$ cat config.mk
export PLATFORM = sky130hd
export DESIGN_NAME = ssi_sensor_responder
export DESIGN_NICKNAME = d
export VERILOG_FILES = /design/src/rtl/ssi_sensor_responder.sv
export SDC_FILE = /design/constraint.sdc
export NUM_CORES = 1
export LEC_CHECK = 0
export BUFFER_PORTS_ARGS = -buffer_cell sky130_fd_sc_hd__buf_2
export CAP_MARGIN = 20
export CELL_PAD_IN_SITES_DETAIL_PLACEMENT = 1
export CELL_PAD_IN_SITES_GLOBAL_PLACEMENT = 1
export CORE_MARGIN = 5
export CORE_UTILIZATION = 39
export DETAILED_ROUTE_END_ITERATION = 12
export PLACE_DENSITY_LB_ADDON = 0.1
export SKIP_CTS_REPAIR_TIMING = 1
export SLEW_MARGIN = 20
export SYNTH_ARGS = -nofsm -noshare
export SYNTH_HDL_FRONTEND = slang
export SYNTH_SLANG_ARGS = --single-unit
$ cat constraint.sdc
create_clock -name clk -period 1.7 [get_ports clk]
set_input_delay 0.17 -clock clk [delete_from_list [all_inputs] [get_ports clk]]
set_output_delay 0.17 -clock clk [all_outputs]
set_load 0.02 [all_outputs]
$ cat src/rtl/ssi_sensor_responder.sv
// SSI responder emulating an AS5311-style position sensor.
// Latches {pos, status, parity} when chip-select falls, then shifts the word
// out MSB-first on rising edges of the master's SSI clock. Both SSI inputs are
// asynchronous and pass through a reset-to-idle synchronizer before edge detection.
module ssi_sensor_responder #(
  parameter int DATA_BITS   = 12,
  parameter int STATUS_BITS = 5,
  parameter int SYNC_STAGES = 2,
  parameter int CNT_BITS    = 16
) (
  input  logic                   clk,
  input  logic                   rst_n,
  input  logic [DATA_BITS-1:0]   pos,
  input  logic [STATUS_BITS-1:0] status,
  input  logic                   ssi_clk,
  input  logic                   ssi_cs,
  output logic                   ssi_do,
  output logic                   ssi_do_en,
  output logic                   busy,
  output logic                   frame_done,
  output logic                   frame_abort,
  output logic [CNT_BITS-1:0]    frame_count
);

  localparam int FRAME_BITS = DATA_BITS + STATUS_BITS + 1;
  localparam int BIT_CNT_W  = $clog2(FRAME_BITS + 1);
  localparam logic [BIT_CNT_W-1:0] FRAME_BITS_C = BIT_CNT_W'(FRAME_BITS);

  typedef enum logic [1:0] {
    S_IDLE,
    S_ARMED,
    S_SHIFT,
    S_DONE
  } state_t;

  // Synchronizers and edge-detect copies (idle level is 1 on both lines)
  logic [SYNC_STAGES-1:0] clk_sync_q, clk_sync_d;
  logic [SYNC_STAGES-1:0] cs_sync_q, cs_sync_d;
  logic                   clk_last_q, clk_last_d;
  logic                   cs_last_q, cs_last_d;

  // Frame state
  state_t                 state_q, state_d;
  logic [FRAME_BITS-1:0]  sh_q, sh_d;
  logic [BIT_CNT_W-1:0]   bit_cnt_q, bit_cnt_d;
  logic [BIT_CNT_W-1:0]   bit_cnt_inc;
  logic                   do_q, do_d;
  logic                   done_q, done_d;
  logic                   abort_q, abort_d;
  logic [CNT_BITS-1:0]    count_q, count_d;

  logic                   clk_rise;
  logic                   cs_rise;
  logic                   cs_fall;
  logic [FRAME_BITS-1:0]  frame_word;

  // Shift the raw pins into their synchronizer chains; edge detection compares
  // the last stage against a one-cycle-older copy.
  always_comb begin
    clk_sync_d = {clk_sync_q[SYNC_STAGES-2:0], ssi_clk};
    cs_sync_d  = {cs_sync_q[SYNC_STAGES-2:0], ssi_cs};
    clk_last_d = clk_sync_q[SYNC_STAGES-1];
    cs_last_d  = cs_sync_q[SYNC_STAGES-1];
  end

  assign clk_rise = clk_sync_q[SYNC_STAGES-1] & ~clk_last_q;
  assign cs_rise  = cs_sync_q[SYNC_STAGES-1] & ~cs_last_q;
  assign cs_fall  = ~cs_sync_q[SYNC_STAGES-1] & cs_last_q;

  // Even parity over the data and status fields makes the whole frame even.
  assign frame_word  = {pos, status, ^{pos, status}};
  assign bit_cnt_inc = bit_cnt_q + 1'b1;

  // Synchronizer registers, reset to the idle bus level.
  always_ff @(posedge clk or negedge rst_n) begin
    if (!rst_n) begin
      clk_sync_q <= '1;
      cs_sync_q  <= '1;
      clk_last_q <= 1'b1;
      cs_last_q  <= 1'b1;
    end else begin
      clk_sync_q <= clk_sync_d;
      cs_sync_q  <= cs_sync_d;
      clk_last_q <= clk_last_d;
      cs_last_q  <= cs_last_d;
    end
  end

  // Next-state and output logic; a CS release overrides everything else,
  // including a clock edge that lands in the same cycle.
  always_comb begin
    state_d   = state_q;
    sh_d      = sh_q;
    bit_cnt_d = bit_cnt_q;
    do_d      = do_q;
    done_d    = 1'b0;
    abort_d   = 1'b0;
    count_d   = count_q;

    if (cs_rise) begin
      state_d = S_IDLE;
      do_d    = 1'b1;
      if (state_q == S_DONE) begin
        done_d  = 1'b1;
        count_d = count_q + 1'b1;
      end else if (state_q == S_ARMED || state_q == S_SHIFT) begin
        abort_d = 1'b1;
      end
    end else begin
      case (state_q)
        S_IDLE: begin
          // A clock edge coinciding with the CS fall only loads the word.
          if (cs_fall) begin
            sh_d      = frame_word;
            bit_cnt_d = '0;
            do_d      = 1'b1;
            state_d   = S_ARMED;
          end
        end
        S_ARMED: begin
          if (clk_rise) begin
            do_d      = sh_q[FRAME_BITS-1];
            sh_d      = {sh_q[FRAME_BITS-2:0], 1'b0};
            bit_cnt_d = BIT_CNT_W'(1);
            state_d   = S_SHIFT;
          end
        end
        S_SHIFT: begin
          // The LSB stays on the line until the clock edge after it was driven.
          if (clk_rise) begin
            do_d      = sh_q[FRAME_BITS-1];
            sh_d      = {sh_q[FRAME_BITS-2:0], 1'b0};
            bit_cnt_d = bit_cnt_inc;
            if (bit_cnt_inc == FRAME_BITS_C) begin
              state_d = S_DONE;
            end
          end
        end
        S_DONE: begin
          if (clk_rise) begin
            do_d = 1'b0;
          end
        end
        default: begin
          state_d = S_IDLE;
          do_d    = 1'b1;
        end
      endcase
    end
  end

  // Frame state registers; reset puts the pad in its released, idle-high state.
  always_ff @(posedge clk or negedge rst_n) begin
    if (!rst_n) begin
      state_q   <= S_IDLE;
      sh_q      <= '0;
      bit_cnt_q <= '0;
      do_q      <= 1'b1;
      done_q    <= 1'b0;
      abort_q   <= 1'b0;
      count_q   <= '0;
    end else begin
      state_q   <= state_d;
      sh_q      <= sh_d;
      bit_cnt_q <= bit_cnt_d;
      do_q      <= do_d;
      done_q    <= done_d;
      abort_q   <= abort_d;
      count_q   <= count_d;
    end
  end

  assign ssi_do      = do_q;
  assign ssi_do_en   = (state_q != S_IDLE);
  assign busy        = (state_q == S_ARMED) || (state_q == S_SHIFT);
  assign frame_done  = done_q;
  assign frame_abort = abort_q;
  assign frame_count = count_q;

endmodule

After elaboration in Yosys (flattened, before gate mapping)
Index checks and enable logic that the tools add are counted.
{ "word_totals": {"word_cells": 70, "input_bits": 21, "out_inout_bits": 21, "reg_bits": 50} }
{ "op_classes": {"reduce_logical": 13, "n_bitwise": 7, "n_addsub": 2, "n_mux": 23, "n_eq_ne": 14} }
{ "ops": {"columns": ["cell", "count"], "rows": [
  ["2-to-1 mux 18 bit", 2],
  ["one-hot mux 18 bit (2 select lines)", 1],
  ["XOR reduction 17 bit", 1],
  ["adder 16 x 1 -> 16 bit, second input constant", 1],
  ["2-to-1 mux 5 bit", 3],
  ["one-hot mux 5 bit (3 select lines)", 1],
  ["inequality test 3 bit, second input constant", 4],
  ["2-to-1 mux 2 bit", 5],
  ["AND reduction 5 bit", 2],
  ["2-to-1 mux 1 bit", 9],
  ["inequality test 2 bit, second input constant", 3],
  ["one-hot mux 2 bit (3 select lines)", 1],
  ["adder 5 x 1 -> 5 bit, second input constant", 1],
  ["== test 5 bit, second input constant", 1],
  ["== test 2 bit, second input constant", 2],
  ["inverter 1 bit", 4],
  ["AND reduction 4 bit", 1],
  ["nonzero test 2 bit", 2],
  ["nonzero test 4 bit", 1],
  ["bitwise AND 1 bit", 3],
  ["inequality test 3 x 1 -> 1 bit, second input constant", 1],
  ["inequality test 3 x 2 -> 1 bit, second input constant", 1],
  ["one-hot mux 1 bit (3 select lines)", 1],
  ["AND reduction 3 bit", 1],
  ["7 further kinds", 7]
]} }

Depth between registers and ports, before layout
{ "logic_depth": {"depth_word": 6, "mapped_depth": 8, "mapped_depth_nobuf": 7} }

Worst setup path before layout
OpenSTA, ideal clock, no wires.
{ "synth_timing": {"path_kind": "reg-to-reg", "from": "register state_q[1]", "to": "register sh_q[16]", "path_buffers": 2, "stages_incl_launch_ff": 7, "required_ns": 1.574, "period_less_slack_ns": 1.854, "arrival_ns": 1.728, "path_slack_ns": -0.154, "setup_ns": 0.126, "path_cell_list": "dfrtp_1 inv_1 ha_1 buf_2 clkbuf_1 mux2i_1 a21oi_1"} }
{ "synth_between": {"elab_chain_len": 4, "word_cells_on_any_way": 9, "classes_between": "eq/ne: 4; mux: 1; reduce/logical: 4"} }
{ "synth_lines": {"columns": ["element", "line_no", "rtl"], "rows": [
  ["start, declared", "43", "state_t state_q, state_d;"],
  ["start signal, assigned", "163", "state_q <= state_d;"],
  ["== test 2 x 1 -> 1 bit / == test 2 bit (equally long branches)", "110", "case (state_q)"],
  ["OR reduction 2 bit (no source line)", null, null],
  ["inequality test 2 x 1 -> 1 bit (no source line) / nonzero test 2 bit (equally long branches)", null, null],
  ["AND reduction 4 bit (no source line)", null, null],
  ["end signal, assigned", "156", "sh_q <= '0;"],
  ["end signal, assigned", "164", "sh_q <= sh_d;"],
  ["end, declared", "44", "logic [FRAME_BITS-1:0] sh_q, sh_d;"]
]} }
Several ways; a longest one is shown, not always the timed one.
A chain may end at the register's enable or synchronous reset.

Worst setup path after layout
{ "layout_timing": {"from": "register cs_sync_q[1]", "to": "register count_q[15] (netlist: frame_count[15])"} }
{ "layout_between": {"elab_chain_len": 2} }
{ "layout_lines": {"columns": ["element", "line_no", "rtl"], "rows": [
  ["start, declared", "38", "logic [SYNC_STAGES-1:0] cs_sync_q, cs_sync_d;"],
  ["start signal, assigned", "83", "cs_sync_q <= cs_sync_d;"],
  ["bitwise AND 1 bit", "67", "assign cs_rise = cs_sync_q[SYNC_STAGES-1] & ~cs_last_q;"],
  ["AND reduction 2 bit (no source line)", null, null],
  ["end signal, assigned", "169", "count_q <= count_d;"],
  ["end, declared", "50", "logic [CNT_BITS-1:0] count_q, count_d;"]
]} }
No other way between the ends.

==> results.sh <==
export IMPL_num_rows=29
export IMPL_tightest_slew_ns=0.336
export IMPL_core_area_um2=6280
export IMPL_syn_num_nets=264
export IMPL_worstPathRequired_ns=1.94
export IMPL_finalSetupTns_ns=0
export IMPL_worstPathMaxFanout=4
export IMPL_antenna_found_initial=0
export IMPL_critPathLaunchType="flip-flop"
export IMPL_syn_area_um2=2470
export IMPL_chipWidth_um=89.6
export IMPL_clk_path_buf_depth=2
export IMPL_grt_total_usage_pct=14.0
export IMPL_final_util_pct=51.6
export IMPL_power_leakage_nw=1.52
export IMPL_rsz0062_at_grt="yes"
export IMPL_min_path_cells=3
export IMPL_seq_area_frac_synth_pct=50.9
export IMPL_portBuffers=41
export IMPL_status="finished, final reports clean"
export IMPL_wl_mm=5.79
export IMPL_ys_warn_count=0
export IMPL_max_cap_violations=0
export IMPL_grt_overflow_total=0
export IMPL_fillers=722
export IMPL_drc=0
export IMPL_placedCellCount=360
export IMPL_multi_input_area_um2=1280
export IMPL_place_gp_congestion=0.771
export IMPL_dieArea_um2=8040
export IMPL_wl_per_cell_um=15.3
export IMPL_io_pins=42
export IMPL_synth_cell_types=33
export IMPL_final_instance_count_excl_fill=378
export IMPL_firstDrtPassIters=4
export IMPL_cts_tree="built"
export IMPL_root_buffer="clkbuf_8"
export IMPL_start_util_pct=39.4
export IMPL_layout_common_cells="dfrtp_1, buf_2, xnor2_1"
export IMPL_first_iter_violations=49
export IMPL_syn_area_per_cell_um2=10.6
export IMPL_vias=1886
export IMPL_startpoint="cs_sync_q[1]"
export IMPL_setup_viol=0
export IMPL_clk_latency_ns=0.31
export IMPL_dp_hpwl_mm=3.83
export IMPL_fp_dieH_um=89.6
export IMPL_fin_nets=331
export IMPL_fmax_mhz=609
export IMPL_ir_drop_uv=689
export IMPL_path_clk_slew_ns=0.09
export IMPL_period_needed_ns=1.64
export IMPL_synthCells=233
export IMPL_drive_above_1_share_pct=36.9
export IMPL_hold_path_class="input port to flip-flop"
export IMPL_r2r_start="cs_sync_q[1]"
export IMPL_cts_sinks=50
export IMPL_diodes=0
export IMPL_hold_viol=0
export IMPL_regArea_um2=1260
export IMPL_area_delta_synth_final_pct=30.9
export IMPL_grt_pass1_wl_mm=8.77
export IMPL_grt_max_degree=51
export IMPL_whs_ns=0.187
export IMPL_arrival_ns=1.88
export IMPL_grt_pass1_vias=1936
export IMPL_crit_type="flip-flop to flip-flop"
export IMPL_r2r_cells=6
export IMPL_finalMaxSlewViolations=0
export IMPL_slew_headroom_pct=77.5
export IMPL_ant_nets=0
export IMPL_timing_rr_end="frame_count[15]"
export IMPL_r2r_setup_slack_ns=0.06
export IMPL_min_period_over_period_pct=96.7
export IMPL_fin_worst_skew_ns=0.00395
export IMPL_viasPerCell=4.99
export IMPL_cts_buffers=5
export IMPL_critPathCapture="frame_count[15]"
export IMPL_power_per_cell_area_nw_per_um2=1550
export IMPL_ctsHtreeMaxLevel=2
export IMPL_setup_worst_path_end_class="flip-flop"
export IMPL_ys_ff_latch=50
-- synthesized netlist by cell type, drive strengths merged --
cell / number / area [um2]
a32oi: 1 / 8.76
o2bb2ai: 1 / 8.76
nand3: 9 / 45.0
and2: 1 / 6.26
and3: 4 / 25.0
mux2: 1 / 11.3
nor2b: 2 / 12.5
ha: 10 / 125
buf: 6 / 30.0
nand4: 3 / 18.8
a2bb2oi: 1 / 8.76
nor3: 2 / 10.0
a21oi: 17 / 85.1
o31a: 1 / 8.76
nand4b: 1 / 8.76
o311ai: 1 / 16.3
a31o: 1 / 8.76
nor2: 28 / 108
o211ai: 1 / 7.51
xnor3: 1 / 22.5
dfrtp: 43 / 1080
o21ai: 8 / 40.0
or3: 1 / 6.26
and2b: 1 / 7.51
o31ai: 2 / 15.0
inv: 9 / 33.8
xnor2: 24 / 210
xor2: 8 / 70.1
mux2i: 18 / 180
dfstp: 7 / 184
nand2: 18 / 67.6
clkbuf: 2 / 7.51
-- worst max-delay path: stages (launching register included) --
cell,delay [ns]
dfstp_2,0.56
ha_4,0.18
nand3_4,0.12
nor3_4,0.23
nand3_1,0.17
nor2_1,0.16
xor2_1,0.15
-- sequential cells by signal, summed over array words and instances, names as in the netlist --
signal       flops
cs_sync_q        2
sh_q            18
bit_cnt_q        5
clk_sync_q       2
frame_done       1
frame_abort      1
cs_last_q        1
state_q          2
ssi_do           1
clk_last_q       1
frame_count     16
-- where the power goes --
group / internal [mW] / switching (mW)
logic: 1.24 / 1.36
registers: 1.49 / 0.201
clock network: 0.328 / 0.405
total: 3.06 / 1.97
-- through the flow --
stage | cell area (um2) | worst slack, ns | power (mW)
finish | 3240 | 0.0569 | 5.03
global route | 3240 | -0.0393 | 5.38
CTS | 3030 | -0.136 | 4.71
detailed placement | 2930 | -0.122 | 3.97
global placement | 2930 | -0.0340 | 3.91
floorplan | 2530 | 0.00313 | 3.34
-- routing by layer --
metal / global-route usage [%] / up-vias / part of all wire (%)
met4: 3.65 / 0 / 0.92
met5: 0 / - / 0
met2: 23.7 / 34 / 50
met1: 17.9 / 929 / 46
li1: - / 918 / -
met3: 3.65 / 5 / 3.7
-- cell families (layout without fill, tap and decap cells) --
group           Yosys count  after routing  synth area share (%)
simple gates             70             71                  12.7
mux                      19             19                  7.74
flops                    50             50                  50.9
compound gates           34             34                  8.40
fa+ha+maj                10             10                  5.06
xor+xnor                 33             33                  12.2
buf+inv                  17             84                  2.88
-- worst min-delay path by stage --
stage	start	to
global route	pos[7]	sh_q[13]
CTS	rst_n	bit_cnt_q[2]
floorplan	rst_n	bit_cnt_q[0]
finish	pos[7]	sh_q[13]
detailed placement	rst_n	bit_cnt_q[2]
global placement	rst_n	bit_cnt_q[2]
-- layout make-up --
type,instances,area share [%]
sequential,50,39.0
tap,77,2.98
clock inverter,2,0.387
timing repair buffer,67,14.3
inverter,9,1.12
multi-input combinational,167,39.7
clock buffer,6,2.55
No activity file was read; power rests on OpenSTA's default activity.
